$ cat src/rtl/freq_meas_sequencer.sv
// freq_meas_sequencer: time-shares one frequency counter across N_CH channels.
// Steps through enabled channels: steer mux, settle, clear, gate, capture result.
// Ports:
//   Clock, Reset       rising-edge clock, synchronous active-high reset
//   start, ch_mask     sweep request and channel enables (sampled when idle)
//   busy, done         sweep in progress / one-cycle end-of-sweep pulse
//   ctr_sel/clear/gate counter control: mux select, clear pulse, count enable
//   ctr_value, ctr_ovf counter result and wrap flag
//   rd_addr, rd_data   registered result buffer read port (1-cycle latency)
//   rd_valid, rd_ovf   per-slot written / overflowed flags
module freq_meas_sequencer #(
  parameter int N_CH          = 8,
  parameter int CNT_W         = 16,
  parameter int GATE_CYCLES   = 1000,
  parameter int SETTLE_CYCLES = 4
) (
  input  logic                    Clock,
  input  logic                    Reset,
  input  logic                    start,
  input  logic [N_CH-1:0]         ch_mask,
  output logic                    busy,
  output logic                    done,
  output logic [$clog2(N_CH)-1:0] ctr_sel,
  output logic                    ctr_clear,
  output logic                    ctr_gate,
  input  logic [CNT_W-1:0]        ctr_value,
  input  logic                    ctr_ovf,
  input  logic [$clog2(N_CH)-1:0] rd_addr,
  output logic [CNT_W-1:0]        rd_data,
  output logic [N_CH-1:0]         rd_valid,
  output logic [N_CH-1:0]         rd_ovf
);

  localparam int SEL_W = $clog2(N_CH);
  localparam int CMAX  = (GATE_CYCLES > SETTLE_CYCLES) ?
                         GATE_CYCLES : SETTLE_CYCLES;
  localparam int CW    = $clog2(CMAX + 1);

  typedef enum logic [2:0] {
    IDLE, SEEK, SETTLE, CLEAR, GATE, CAPTURE, FINISH
  } state_t;

  state_t            state_q, state_d;
  logic [N_CH-1:0]   pend_q, pend_d;
  logic [SEL_W-1:0]  sel_q, sel_d;
  logic [CW-1:0]     cnt_q, cnt_d;
  logic [SEL_W-1:0]  low_idx;
  logic              wr_en;
  logic              sweep_go;
  logic [CNT_W-1:0]  mem [N_CH];
  logic [N_CH-1:0]   valid_q, ovf_q;

  always_comb begin
    low_idx = '0;
    for (int i = N_CH - 1; i >= 0; i--) begin
      if (pend_q[i]) low_idx = SEL_W'(i);
    end
  end

  always_comb begin
    state_d   = state_q;
    pend_d    = pend_q;
    sel_d     = sel_q;
    cnt_d     = cnt_q;
    wr_en     = 1'b0;
    sweep_go  = 1'b0;
    busy      = 1'b1;
    done      = 1'b0;
    ctr_clear = 1'b0;
    ctr_gate  = 1'b0;
    unique case (state_q)
      IDLE: begin
        busy = 1'b0;
        if (start) begin
          sweep_go = 1'b1;
          pend_d   = ch_mask;
          state_d  = SEEK;
        end
      end
      SEEK: begin
        cnt_d = '0;
        if (pend_q == '0) begin
          state_d = FINISH;
        end else begin
          sel_d           = low_idx;
          pend_d[low_idx] = 1'b0;
          state_d         = SETTLE;
        end
      end
      SETTLE: begin
        if (cnt_q == CW'(SETTLE_CYCLES - 1)) begin
          cnt_d   = '0;
          state_d = CLEAR;
        end else begin
          cnt_d = cnt_q + 1'b1;
        end
      end
      CLEAR: begin
        ctr_clear = 1'b1;
        cnt_d     = '0;
        state_d   = GATE;
      end
      GATE: begin
        ctr_gate = 1'b1;
        if (cnt_q == CW'(GATE_CYCLES - 1)) begin
          cnt_d   = '0;
          state_d = CAPTURE;
        end else begin
          cnt_d = cnt_q + 1'b1;
        end
      end
      CAPTURE: begin
        if (cnt_q == CW'(1)) begin
          wr_en = 1'b1;
          cnt_d = '0;
          // Nothing left to seek: skip the empty SEEK visit.
          state_d = (pend_q == '0) ? FINISH : SEEK;
        end else begin
          cnt_d = cnt_q + 1'b1;
        end
      end
      FINISH: begin
        busy    = 1'b0;
        done    = 1'b1;
        state_d = IDLE;
      end
      default: begin
        busy    = 1'b0;
        state_d = IDLE;
      end
    endcase
  end

  always_ff @(posedge Clock) begin
    if (Reset) begin
      state_q <= IDLE;
      pend_q  <= '0;
      sel_q   <= '0;
      cnt_q   <= '0;
      valid_q <= '0;
      ovf_q   <= '0;
      rd_data <= '0;
      for (int i = 0; i < N_CH; i++) begin
        mem[i] <= '0;
      end
    end else begin
      state_q <= state_d;
      pend_q  <= pend_d;
      sel_q   <= sel_d;
      cnt_q   <= cnt_d;
      rd_data <= mem[rd_addr];
      if (sweep_go) begin
        valid_q <= '0;
        ovf_q   <= '0;
      end
      if (wr_en) begin
        mem[sel_q]     <= ctr_ovf ? {CNT_W{1'b1}} : ctr_value;
        valid_q[sel_q] <= 1'b1;
        ovf_q[sel_q]   <= ctr_ovf;
      end
    end
  end

  assign ctr_sel  = sel_q;
  assign rd_valid = valid_q;
  assign rd_ovf   = ovf_q;

endmodule

$ cat config.mk
export PLATFORM = sky130hd
export DESIGN_NAME = freq_meas_sequencer
export DESIGN_NICKNAME = d
export VERILOG_FILES = /design/src/rtl/freq_meas_sequencer.sv
export SDC_FILE = /design/constraint.sdc
export NUM_CORES = 1
export LEC_CHECK = 0
export ABC_AREA = 1
export ABC_CLOCK_PERIOD_IN_PS = 3250
export BUFFER_PORTS_ARGS = -buffer_cell sky130_fd_sc_hd__buf_2
export CORE_ASPECT_RATIO = 1.75
export CORE_MARGIN = 10
export CORE_UTILIZATION = 35
export DETAILED_ROUTE_END_ITERATION = 8
export PLACE_DENSITY = 0.58
export SKIP_LAST_GASP = 1
export SLEW_MARGIN = 20
export SYNTH_ARGS = -nofsm -noshare
export SYNTH_HDL_FRONTEND = slang
export SYNTH_SLANG_ARGS = --single-unit
$ cat constraint.sdc
create_clock -name Clock -period 3.25 [get_ports Clock]
set_clock_uncertainty 0.05 [all_clocks]
set_input_delay 0.4875 -clock Clock [delete_from_list [all_inputs] [get_ports Clock]]
set_output_delay 0.4875 -clock Clock [all_outputs]
set_load 0.005 [all_outputs]
==> flow_metrics.py <==
metrics = {
    "global_routing": {
        "grt_max_degree": 47,
        "antenna_found_initial": 0,
        "overflow": 0,
        "grt.total_usage_pct": 14.49,
        "grt_pass1_vias": 6125,
        "grt_pass1_wl_um": 33420,
    },
    "hold_path": {
        "worst_hold_path.endpoint": "pend_q[0]",
        "hold_start": "ch_mask[0]",
        "hold_path.class": "in -> reg",
        "min_path_cells": 3,
    },
    "timing": {
        "post-route-min-period_ns": 2.417,
        "fin_setup_tns_ns": 0,
        "tightest_slew_ns": 0.8909,
        "fmax_mhz": 413.7,
        "period_share_pct": 74.37,
        "rsz0062_at_grt": "no",
        "slew_headroom_pct": 40.46,
        "final_max_slew_viol_count": 0,
        "hold_viol_final": 0,
        "setup_viol": 0,
    },
    "clock_network": {
        "ctsResizeCount": 0,
        "cts_root_buf": "clkbuf_16",
        "cts_tree": "built",
        "h-tree-depth": 4,
        "clkTransAtPathRegs_ns": 0.06,
        "insertion_delay_ns": 0.43,
        "cts_buffers": 17,
        "post_cts_buffers": 0,
        "ctsHoldBuffers": 0,
        "clockBufferDepth": 2,
        "clock_sinks": 184,
    },
    "setup_path": {
        "critPathMostFrequentCell": "nand2_1",
        "cp_num_buf_inv": 0,
        "crit_family": "simple AND/OR/NAND/NOR gates",
        "slowest_stage": "nand2_1",
        "required_ns": 3.26,
        "ff2ff_path_depth": 6,
        "r2r_slack_ns": 0.83,
        "worst-path-max-fanout": 19,
        "cp.arrival_ns": 2.43,
        "startpoint_type": "register",
        "crit_path_max_incr_delay_ns": 0.68,
        "path_cells": "nand2_1 -> nor2_4 -> nand3_1 -> nor2_2 -> nand2_2 -> nand2_1",
        "r2r_end": "mem[7][14]",
        "r2r_start": "state_q[0]",
        "path_class": "reg -> reg",
        "end_kind": "register",
    },
    "finish": {
        "layout-drive-gt1-share_pct": 16.34,
        "antennaDiodeCount": 0,
        "instances_no_fill": 1218,
        "layout.nets": 938,
        "seq_area_mm2": 0.004965,
        "fill_cells": 2254,
        "final_area_mm2": 0.009290,
        "syn2layout_area_growth_pct": 14.99,
        "multi_input_area_mm2": 0.002761,
    },
    "place": {
        "gp_congestion": 0.8583,
        "dp.cells": 1186,
        "hpwlAfterDp_um": 14640,
        "placed_area_mm2": 0.008683,
        "io_buffers": 69,
    },
    "run": {
        "drv_cap": 0,
    },
    "floorplanning": {
        "num_rows": 73,
        "core_mm2": 0.02274,
        "io_pins": 70,
        "die_h_um": 221.0,
        "dieArea_mm2": 0.02980,
        "initial_utilization_pct": 35.52,
        "fp.dieW_um": 134.9,
    },
    "synth": {
        "synth.area.top_cells": "edfxtp_1 (48%), dfxtp_1 (14%), nor2_1 (14%), nand2_1 (4.4%), o32ai_1 (3.5%)",
        "yosys.area.top_type": "edfxtp_1",
        "yosys_warnings": 0,
        "ys_seq_area_share_pct": 61.45,
        "syn_nets": 879,
        "synth_edf_count": 128,
        "synth_cells": 846,
        "syn-mean-instance-area_um2": 9.550,
        "ys.flop_type": "edfxtp_1",
        "syn_area_mm2": 0.008079,
        "ys_ff_latch": 184,
        "netlist.area_leader.share_pct": 47.58,
        "ys_async_sr_fraction_pct": 0,
        "synth_cell_types": 31,
    },
    "power_and_ir_drop": {
        "p_leak_nw": 3.877,
        "power_density_mw_per_mm2": 644.1,
        "peakVddDrop_mv": 0.5332,
    },
    "run_status": {
        "status": "completed",
    },
    "routing": {
        "detail-route-antenna-nets": 0,
        "routedWlPerCell_um": 17.75,
        "drtIter0Drc": 488,
        "drc": 0,
        "wl_um": 21620,
        "vias": 6136,
        "dr.pass1.iters": 5,
        "vias_per_cell": 5.038,
    },
}
-- flip-flops by register name (all words and copies together) (netlist names) --
name and flops:
cnt_q 10, ctr_sel 3, mem 128, pend_q 8
rd_data 16, rd_ovf 8, rd_valid 8, state_q 3
-- cell type report --
cell class	count	share of cell area [%]
flip-flops and latches	184	53.44
well taps	300	4.040
clock buffers	23	5.616
multi-input cells	582	29.72
inverters	39	1.576
clock inverters	9	0.9158
repair buffers	81	4.687
-- synthesized netlist by cell type, types with 2 or more instances --
cell type  instances
ha_1               2
buf_2              3
a21oi_1           18
clkbuf_1          29
nand4_1            3
nor2_1           296
o32ai_1           32
nor3_1             4
nor2_2             9
xnor2_1            2
o21ai_0           49
edfxtp_1         128
o22ai_1            7
xor2_1             3
inv_1             31
o21ai_1           19
buf_1              2
nand2_1           95
dfxtp_1           56
nand3_1           19
nand3_4            7
nor2_4             5
buf_6              6
inv_2              8
nand2_2            7
-- cells in the final DEF (no fill, tap or decap), types with 2 or more instances in the layout --
master,n
o32ai_1,32
clkinv_4,3
buf_4,12
nand2_1,95
clkinv_2,3
clkbuf_1,2
nor2_1,296
edfxtp_1,128
dfxtp_1,56
nand4_1,3
xor2_1,3
buf_2,69
nand2_2,7
inv_2,8
o21ai_1,19
nor3_1,4
nand3_1,19
nor2_4,5
o21ai_0,49
nand3_4,7
xnor2_1,2
inv_1,31
o22ai_1,7
a21oi_1,18
clkbuf_16,20
nor2_2,9
ha_1,2
-- report_power, final --
part | total [mW] | switching [mW] | internal, mW | leakage (nW)
logic | 1.14 | 0.805 | 0.334 | 1.80
clock network | 2.10 | 0.884 | 1.21 | 0.299
registers | 2.75 | 0.104 | 2.64 | 1.78
total | 5.98 | 1.79 | 4.19 | 3.88
-- worst reg2reg max path, stage by stage (launching register included) --
cell and delay, ns:
dfxtp_1 0.47, nand2_1 0.15, nor2_4 0.16, nand3_1 0.11
nor2_2 0.15, nand2_2 0.28, nand2_1 0.68
-- how the worst max path moves through the flow --
| stage | startpoint | endpoint | slack, ns | cells after the start |
|---|---|---|---|---|
| after detailed placement | state_q[0] | mem[3][11] | 0.79 | 6 |
| after global routing | state_q[0] | mem[3][12] | 0.66 | 6 |
| after global placement | state_q[0] | mem[3][7] | 0.86 | 6 |
| after CTS | state_q[0] | mem[3][8] | 0.79 | 6 |
| after floorplan | cnt_q[1] | mem[1][0] | 1.32 | 8 |
| final | state_q[0] | mem[7][14] | 0.83 | 6 |
-- kinds of logic after synthesis --
family	count (synthesis)	synth area share, %
flops	184	61.45
compound gates	126	9.463
fa+ha+maj	2	0.3097
buf+inv	80	4.367
xor+xnor	5	0.5421
simple gates	449	23.87
-- metal layers --
layer | track usage, % | part of all wire, % | vias to the layer above
li1 | - | - | 2974
met1 | 15.81 | 39 | 2952
met2 | 25.71 | 53 | 175
met3 | 3.289 | 5.1 | 35
met4 | 6.643 | 3.1 | 0
met5 | 0 | 0 | -
-- stage by stage --
stage / total power [mW] / util, % / hold WS (ns) / setup slack [ns]
global route: 6.290 / 40.85 / 0.2520 / 0.6646
global placement: 3.931 / 38.18 / 0.4083 / 0.8565
finish: 5.984 / 40.85 / 0.2515 / 0.8329
CTS: 6.016 / 40.85 / 0.2374 / 0.7856
detailed placement: 3.935 / 38.18 / 0.4134 / 0.7943
floorplan: 3.595 / - / 0.4008 / 1.323
No activity file was read; power rests on OpenSTA's default activity.
